==> src/rtl/frame_buf_mem_ctrl.sv <==
// Frame-buffer memory controller: sequential frame writes from a producer, looping frame readback into a 4-entry FIFO.
// Optional FRAME_BUF_RD_GATE_EN holds off reads until the first complete frame has been written.
module frame_buf_mem_ctrl #(
    parameter int DATA_WIDTH  = 32,
    parameter int ADDR_WIDTH  = 29,
    parameter int FRAME_WORDS = 76800,
    parameter int BASE_ADDR   = 1,
    parameter int RD_TIMEOUT  = 8
) (
    input  logic                  clk,
    input  logic                  reset,
    input  logic                  in_valid,
    input  logic [DATA_WIDTH-1:0] in_data,
    output logic                  in_ready,
    output logic                  out_valid,
    output logic [DATA_WIDTH-1:0] out_data,
    input  logic                  out_ready,
    output logic                  mem_wr_en_n,
    output logic                  mem_rd_en_n,
    output logic [ADDR_WIDTH-1:0] mem_wr_addr,
    output logic [ADDR_WIDTH-1:0] mem_rd_addr,
    output logic [DATA_WIDTH-1:0] mem_wr_data,
    input  logic [DATA_WIDTH-1:0] mem_rd_data,
    input  logic                  mem_rd_data_valid,
    output logic                  frame_done,
    output logic                  rd_timeout_err
);

    // state  | meaning
    // IDLE   | arbitrate between a captured write word and a FIFO refill read
    // WR_CMD | write strobe low for two cycles
    // RD_CMD | read strobe low until read-valid or timeout
    typedef enum logic [1:0] {IDLE, WR_CMD, RD_CMD} state_t;

    localparam int IW = (FRAME_WORDS > 2) ? $clog2(FRAME_WORDS) : 1;
    localparam int TW = (RD_TIMEOUT > 2) ? $clog2(RD_TIMEOUT) : 1;
    localparam logic [IW-1:0]         IDX_LAST = IW'(FRAME_WORDS - 1);
    localparam logic [TW-1:0]         TMR_RD   = TW'(RD_TIMEOUT - 1);
    localparam logic [ADDR_WIDTH-1:0] BASE     = ADDR_WIDTH'(BASE_ADDR);

    state_t                state_q, state_d;
    logic [TW-1:0]         tmr_q, tmr_d;
    logic [IW-1:0]         wr_idx_q, wr_idx_d, rd_idx_q, rd_idx_d;
    logic                  wr_pend_q, wr_pend_d;
    logic [DATA_WIDTH-1:0] wr_buf_q, wr_buf_d;
    logic                  in_ready_q, in_ready_d;
    logic                  last_wr_q, last_wr_d;
    logic                  wr_en_n_q, wr_en_n_d, rd_en_n_q, rd_en_n_d;
    logic [ADDR_WIDTH-1:0] wr_addr_q, wr_addr_d, rd_addr_q, rd_addr_d;
    logic [DATA_WIDTH-1:0] wr_data_q, wr_data_d;
    logic                  frame_done_q, frame_done_d;
    logic                  rd_err_q, rd_err_d;
    logic [DATA_WIDTH-1:0] fifo_q [4];
    logic [DATA_WIDTH-1:0] fifo_d [4];
    logic [1:0]            wp_q, wp_d, rp_q, rp_d;
    logic [2:0]            cnt_q, cnt_d;
    logic                  rd_allowed;
    logic                  capture, wr_req, rd_req, go_wr, push, pop;

`ifdef FRAME_BUF_RD_GATE_EN
    logic rd_gate_q, rd_gate_d;
    assign rd_allowed = rd_gate_q;
    always_comb rd_gate_d = rd_gate_q | frame_done_d;
    always_ff @(posedge clk) begin
        if (reset) rd_gate_q <= 1'b0;
        else       rd_gate_q <= rd_gate_d;
    end
`else
    assign rd_allowed = 1'b1;
`endif

    always_comb begin
        state_d      = state_q;
        tmr_d        = tmr_q;
        wr_idx_d     = wr_idx_q;
        rd_idx_d     = rd_idx_q;
        wr_pend_d    = wr_pend_q;
        wr_buf_d     = wr_buf_q;
        last_wr_d    = last_wr_q;
        wr_en_n_d    = wr_en_n_q;
        rd_en_n_d    = rd_en_n_q;
        wr_addr_d    = wr_addr_q;
        rd_addr_d    = rd_addr_q;
        wr_data_d    = wr_data_q;
        frame_done_d = 1'b0;
        rd_err_d     = rd_err_q;
        push         = 1'b0;

        capture = in_valid & in_ready_q;
        if (capture) begin
            wr_pend_d = 1'b1;
            wr_buf_d  = in_data;
        end
        wr_req = wr_pend_q | capture;
        rd_req = rd_allowed & (cnt_q < 3'd4);
        // Round-robin: a write wins a tie unless the previous command was a write.
        go_wr  = wr_req & (~rd_req | ~last_wr_q);

        case (state_q)
            IDLE: begin
                if (go_wr) begin
                    state_d   = WR_CMD;
                    tmr_d     = TW'(1);
                    wr_en_n_d = 1'b0;
                    wr_addr_d = BASE + ADDR_WIDTH'(wr_idx_q);
                    wr_data_d = wr_pend_q ? wr_buf_q : in_data;
                    wr_pend_d = 1'b0;
                    last_wr_d = 1'b1;
                end else if (rd_req) begin
                    state_d   = RD_CMD;
                    tmr_d     = TMR_RD;
                    rd_en_n_d = 1'b0;
                    rd_addr_d = BASE + ADDR_WIDTH'(rd_idx_q);
                    last_wr_d = 1'b0;
                end
            end
            WR_CMD: begin
                if (tmr_q == '0) begin
                    state_d   = IDLE;
                    wr_en_n_d = 1'b1;
                    if (wr_idx_q == IDX_LAST) begin
                        wr_idx_d     = '0;
                        frame_done_d = 1'b1;
                    end else begin
                        wr_idx_d = wr_idx_q + 1'b1;
                    end
                end else begin
                    tmr_d = tmr_q - 1'b1;
                end
            end
            RD_CMD: begin
                if (mem_rd_data_valid) begin
                    state_d   = IDLE;
                    rd_en_n_d = 1'b1;
                    push      = 1'b1;
                    rd_idx_d  = (rd_idx_q == IDX_LAST) ? '0 : rd_idx_q + 1'b1;
                end else if (tmr_q == '0) begin
                    // Abandon and retry the same index on the next read.
                    state_d   = IDLE;
                    rd_en_n_d = 1'b1;
                    rd_err_d  = 1'b1;
                end else begin
                    tmr_d = tmr_q - 1'b1;
                end
            end
            default: state_d = IDLE;
        endcase

        in_ready_d = ~wr_pend_d & (state_d != WR_CMD);
    end

    always_comb begin
        fifo_d = fifo_q;
        wp_d   = wp_q;
        rp_d   = rp_q;
        pop    = (cnt_q != 3'd0) & out_ready;
        if (push) begin
            fifo_d[wp_q] = mem_rd_data;
            wp_d         = wp_q + 1'b1;
        end
        if (pop) rp_d = rp_q + 1'b1;
        cnt_d = cnt_q + {2'b00, push} - {2'b00, pop};
    end

    always_ff @(posedge clk) begin
        if (reset) begin
            state_q      <= IDLE;
            tmr_q        <= '0;
            wr_idx_q     <= '0;
            rd_idx_q     <= '0;
            wr_pend_q    <= 1'b0;
            wr_buf_q     <= '0;
            in_ready_q   <= 1'b0;
            last_wr_q    <= 1'b0;
            wr_en_n_q    <= 1'b1;
            rd_en_n_q    <= 1'b1;
            wr_addr_q    <= BASE;
            rd_addr_q    <= BASE;
            wr_data_q    <= '0;
            frame_done_q <= 1'b0;
            rd_err_q     <= 1'b0;
            for (int i = 0; i < 4; i++) fifo_q[i] <= '0;
            wp_q         <= '0;
            rp_q         <= '0;
            cnt_q        <= '0;
        end else begin
            state_q      <= state_d;
            tmr_q        <= tmr_d;
            wr_idx_q     <= wr_idx_d;
            rd_idx_q     <= rd_idx_d;
            wr_pend_q    <= wr_pend_d;
            wr_buf_q     <= wr_buf_d;
            in_ready_q   <= in_ready_d;
            last_wr_q    <= last_wr_d;
            wr_en_n_q    <= wr_en_n_d;
            rd_en_n_q    <= rd_en_n_d;
            wr_addr_q    <= wr_addr_d;
            rd_addr_q    <= rd_addr_d;
            wr_data_q    <= wr_data_d;
            frame_done_q <= frame_done_d;
            rd_err_q     <= rd_err_d;
            fifo_q       <= fifo_d;
            wp_q         <= wp_d;
            rp_q         <= rp_d;
            cnt_q        <= cnt_d;
        end
    end

    assign in_ready       = in_ready_q;
    assign out_valid      = (cnt_q != 3'd0);
    assign out_data       = fifo_q[rp_q];
    assign mem_wr_en_n    = wr_en_n_q;
    assign mem_rd_en_n    = rd_en_n_q;
    assign mem_wr_addr    = wr_addr_q;
    assign mem_rd_addr    = rd_addr_q;
    assign mem_wr_data    = wr_data_q;
    assign frame_done     = frame_done_q;
    assign rd_timeout_err = rd_err_q;

endmodule

==> config.mk <==
export PLATFORM = sky130hd
export DESIGN_NAME = frame_buf_mem_ctrl
export DESIGN_NICKNAME = d
export VERILOG_FILES = /design/src/rtl/frame_buf_mem_ctrl.sv
export SDC_FILE = /design/constraint.sdc
export NUM_CORES = 1
export LEC_CHECK = 0
export CORE_MARGIN = 1.5
export CORE_UTILIZATION = 46
export CTS_BUF_LIST = sky130_fd_sc_hd__clkbuf_2
export DETAILED_ROUTE_END_ITERATION = 8
export PLACE_DENSITY = 0.75
export SYNTH_ARGS = -nofsm -noshare
export SYNTH_HDL_FRONTEND = slang
export SYNTH_SLANG_ARGS = --single-unit
==> constraint.sdc <==
create_clock -name clk -period 2.4 [get_ports clk]
set_clock_uncertainty 0.1 [all_clocks]
set_input_delay 0.36 -clock clk [delete_from_list [all_inputs] [get_ports clk]]
set_output_delay 0.36 -clock clk [all_outputs]
set_load 0.05 [all_outputs]
* Word-level counts from Yosys, hierarchy flattened
Cells that the tools add are included.
** Word-level totals
- Word-level logic and storage cells :: 113
- Output and inout bits :: 128
- Bits in read-only memories :: 0
- Input port bits :: 69
- Memories :: 0
- RAM bits :: 0
- Bits in latches :: 0
- Register bits after elaboration :: 303
** Operators by class
- Shifts and indexed selects :: 0
- Multiply operators :: 0
- Multiplexer cells :: 33
- Reduce and logical (&&, ||, !) cells :: 18
- Eq/ne operators :: 12
- $lt $le $gt $ge :: 4
- Div/mod/pow operators :: 0
- Add/subtract/negate cells :: 9
- Bitwise operators :: 15
** Operators by type and width (number)
- bitwise mux 128 bit :: 1
- 2-to-1 mux 32 bit :: 4
- binary-select mux 32 bit (select 2 bit) :: 1
- demux 32 bit (select 2 bit) :: 1
- adder 1 x 17 -> 18 bit, first input constant :: 2
- adder 17 x 1 -> 17 bit, second input constant :: 2
- == test 17 bit, second input constant :: 2
- 2-to-1 mux 17 bit :: 2
- 2-to-1 mux 1 bit :: 12
- 2-to-1 mux 3 bit :: 4
- AND reduction 3 bit :: 4
- inequality test 2 bit, second input constant :: 5
- one-hot mux 3 bit (3 select lines) :: 1
- 2-to-1 mux 2 bit :: 4
- AND reduction 2 bit :: 4
- NOT 1 bit :: 7
- >= comparator 3 bit, second input constant :: 2
- inequality test 3 bit, second input constant :: 2
- NOT 2 -> 3 bit :: 2
- one-hot mux 2 bit (3 select lines) :: 1
- nonzero test 2 bit :: 3
- nonzero test 3 bit :: 2
- adder 2 x 1 -> 2 bit, second input constant :: 2
- bitwise AND 1 bit :: 4
- 15 further kinds :: 17

* Longest topological paths before layout
- Depth after elaboration :: 8
- Depth in mapped cells :: 12

* Least setup slack after synthesis
Ideal clock, no wire load.
- Kind :: reg2reg
- Start point :: reg cnt_q[2]
- End point :: reg cnt_q[2]
- Arrival :: 2244 ps
- Cell stages (with the launch flop) :: 9
- Buffers on the path :: 0
- Clock period less this slack :: 2471 ps
- Setup slack :: -71 ps
- Cell sequence :: dfxtp_1 -> or3_1 -> and2_1 -> ha_1 -> inv_1 -> ha_1 -> fa_1 -> xnor2_1 -> nor2_1
** On the way
- Word-level cells in the longest chain between the ends :: 3
- Elaborated cells on any way between the ends :: 4
- Classes of those cells :: add/sub (2); bitwise (1); reduce/logical (1)
** Ends and longest elaborated chain
- start: declaration :: line 56 : logic [2:0] cnt_q, cnt_d;
- start signal: assignment :: line 205 : cnt_q <= cnt_d;
- nonzero test 3 bit
- net out_valid :: line 15 : output logic out_valid,
- bitwise AND 1 bit :: line 156 : pop = (cnt_q != 3'd0) & out_ready;
- net pop :: line 58 : logic capture, wr_req, rd_req, go_wr, push, pop;
- subtractor 3 x 1 -> 3 bit :: line 162 : cnt_d = cnt_q + {2'b00, push} - {2'b00, pop};
The timed path passes the listed nets, and every way through them passes these cells.
A chain may end at the register's enable or synchronous reset.

* Worst setup path in the final report
- Start point :: reg rp_q[1]
- End point :: out out_data[9]
** On the way
- Word-level cells in the longest chain between the ends :: 4
** Ends and longest elaborated chain
- start: declaration :: line 55 : logic [1:0] wp_q, wp_d, rp_q, rp_d;
- start signal: assignment :: line 204 : rp_q <= rp_d;
- NOT 2 -> 3 bit (not written as such) :: line 211 : assign out_data = fifo_q[rp_q];
- binary-select mux 32 bit (select 2 bit) :: line 211
- 2-to-1 mux 32 bit (not written as such) (2 in series) :: line 211
- end: declaration :: line 16 : output logic [DATA_WIDTH-1:0] out_data,
No other way between the ends. The select of a mux whose other input is x is not followed.

==> metrics.cfg <==
[floorplanning]
initial_core_util_pct = 47.35
ios = 197
die_x_um = 164.7
dieArea_um2 = 27120
rows = 58
core-area_um2 = 25400
die_h_um = 164.7

[place]
dp_hpwl_um = 18810
dp.cells = 1836
place.gp.congestion = 0.8315
numPortBuffers = 174

[critical_path]
cp_max_fo = 10
cp-start-kind = flop
crit_end = out_data[9]
worstPathRequired_ps = 1940
r2r-start = cnt_q[2]
worstSetupEndpointType = primary output
critPathArrivalTime_ps = 2160
reg2reg_slack_ps = 170
r2r_cells = 8
critPathKind = reg2out
cp-startpoint = rp_q[1]
r2r_end = cnt_q[2]

[clocking]
clock_path_buffers = 3
clock-root-buffer = clkbuf_2
numCtsBuffers = 75
cts.sinks = 281
tritoncts = done
clk_latency_ps = 840
clk_pin_slew_ps = 100
htree_num_levels = 3

[layout]
drive_gt1_share_pct = 14.33
final_cells = 2032
final_nets = 1724
syn_to_final_growth_pct = 30.34
fill_cells = 2170

[synth]
syn_area_per_cell_um2 = 8.597
yosys_warnings = 0
synth_cell_types = 58
syn_inst = 1399
synth_ff_type = dfxtp_1
synthArstFlopShare_pct = 0
ys_top_cells_by_count = nand2_1 (373), dfxtp_1 (281), a21oi_1 (180)
yosys-top-cells-area = dfxtp_1 (47%), nand2_1 (12%), a21oi_1 (7.5%), mux4_2 (6.0%), a211oi_1 (4.1%)
synth_edf_count = 0
yosys.area.top_type = dfxtp_1
ys_seq_elements = 281
yosysSeqAreaShare_pct = 46.77
syn_area_um2 = 12030
synth_most_common_cell = nand2_1
synth_top_area_share_pct = 46.77

[run]
maxCapViolCount = 0

[timing]
fin_ws_ps = -221.6
fin_crit_ps = 2622
rsz0062_at_grt = true
finalMaxSlewViolations = 0
hold_violations = 0
period_share_pct = 109.2
max_freq_mhz = 381.5
holdWs_ps = 109.4
relSlewSlack_pct = 53.83
setup_viol = 32
worstMarginPinSlew_ps = 682.9

[routing]
drc = 0
via_per_inst = 5.161
drt_pass1_iterations = 5
routed_wl_um = 30480
vias = 10488
dr.first_iter.drc_count = 723
wl_per_cell_um = 15.00
detail-route-antenna-nets = 0

[global_route]
grt_start_max_net_pins = 110
antenna_found_initial = 2
grt_pass1_wl_um = 48890
overflow = 0
gr-usage-all-layers_pct = 22.30
grt_pass1_vias = 10173

[status]
outcome = finished, violations left
failed_checks = setup timing

[pwr]
total_power_mw = 14.90
power_density_nw_per_um2 = 950.4
vdd_ir_drop_max_mv = 0.6497
power_leakage_nw = 5.927

[min_path]
hp-class = in2reg

==> flip-flops by register name, summed over array words and instances (netlist names) <==
name and flops:
last_wr_q 1, tmr_q 3, frame_done 1, rd_timeout_err 1, in_ready 1, mem_wr_data 32
state_q 2, mem_wr_en_n 1, mem_rd_addr 18, rp_q 2, wr_idx_q 17, mem_rd_en_n 1
wr_buf_q 32, wp_q 2, mem_wr_addr 18, wr_pend_q 1, cnt_q 3, fifo_q 128
rd_idx_q 17
==> cell usage in the layout, fill, tap and decap left out, drive strengths merged, types with 5 or more instances in the layout <==
cell type | synthesis | final
a211oi | 66 | 66
a21oi | 180 | 180
a311oi | 7 | 7
a31oi | 5 | 5
and2 | 6 | 6
and3 | 17 | 17
buf | 43 | 77
clkbuf | 86 | 109
clkdlybuf4s50 | 0 | 67
clkinv | 0 | 20
conb | 1 | 22
dfxtp | 281 | 281
diode | 0 | 6
dlygate4sd2 | 0 | 73
dlygate4sd3 | 0 | 54
ha | 14 | 14
inv | 12 | 13
mux2i | 34 | 34
mux4 | 32 | 32
nand2 | 373 | 373
nand2b | 7 | 7
nand3 | 22 | 22
nand4 | 10 | 10
nor2 | 99 | 99
nor2b | 5 | 5
nor3 | 7 | 7
o21ai | 10 | 10
or3 | 6 | 6
xnor2 | 21 | 21
xor2 | 26 | 26
==> metal layers <==
metal	GRT usage, %	up-vias	part of all wire (%)
met5	0	-	0
met4	10.07	0	2.8
met3	4.671	65	6.9
met2	37.18	354	47
met1	27.70	4799	43
li1	-	5270	-
==> logic make-up (layout without fill, tap and decap cells) <==
group | after synthesis | in the layout | synth area share, %
compound gates | 281 | 281 | 13.75
buf+inv | 141 | 417 | 5.462
xor+xnor | 47 | 47 | 3.423
mux | 66 | 66 | 8.822
simple gates | 567 | 567 | 20.11
other cells | 1 | 28 | 0.03118
flops | 281 | 281 | 46.77
fa+ha+maj | 15 | 15 | 1.623
==> what timing repair did <==
action,4_1_cts,5_1_grt
setup buffers,2,0
cloned,1,0
hold buffers,54,0
endpoints found under the hold margin,141,0
setup endpoints to repair,106,32
resized for setup,86,0
==> worst max-delay path: stages, from the launching register on <==
cell     delay (ps)
dfxtp_4         420
buf_12          170
mux4_2          580
buf_12          180
==> power breakdown <==
| group | switching [mW] | internal, mW | leakage, nW |
|---|---|---|---|
| sequential | 0.367 | 5.31 | 2.28 |
| clock | 1.98 | 1.44 | 0.521 |
| combinational | 3.76 | 2.04 | 3.12 |
| total | 6.11 | 8.79 | 5.93 |
==> worst min-delay path by stage <==
stage                              start         end  cells after the start
after floorplan                 tmr_q[1]    tmr_q[1]                      2
after global placement         fifo_q[5]   fifo_q[5]                      2
after detailed placement      fifo_q[81]  fifo_q[81]                      2
after CTS                 mem_rd_data[3]   fifo_q[3]                      3
after global routing      mem_rd_data[3]   fifo_q[3]                      3
final                     mem_rd_data[3]   fifo_q[3]                      3
==> stage by stage <==
step | TNS, ps | instance area, µm² | worst slack [ps] | utilization [%]
CTS | -9973 | 15660 | -338.6 | 61.66
floorplan | 0 | 12110 | 30.91 | -
detailed placement | 0 | 14440 | 23.51 | 56.86
global placement | 0 | 14440 | 20.60 | 56.86
global route | -10590 | 15670 | -367.9 | 61.70
finish | -6193 | 15680 | -221.6 | 61.71
==> area by class of cell <==
type | count | area, µm² | share of cell area (%)
antenna | 6 | 15.01 | 0.09579
clock buffer | 108 | 540.5 | 3.448
clock inverter | 25 | 170.2 | 1.086
inverter | 12 | 45.04 | 0.2874
multi-input combinational | 998 | 5833 | 37.21
sequential | 281 | 5634 | 35.94
tap | 330 | 412.9 | 2.634
timing repair buffer | 272 | 3024 | 19.29
No activity file was read; power rests on OpenSTA's default activity.
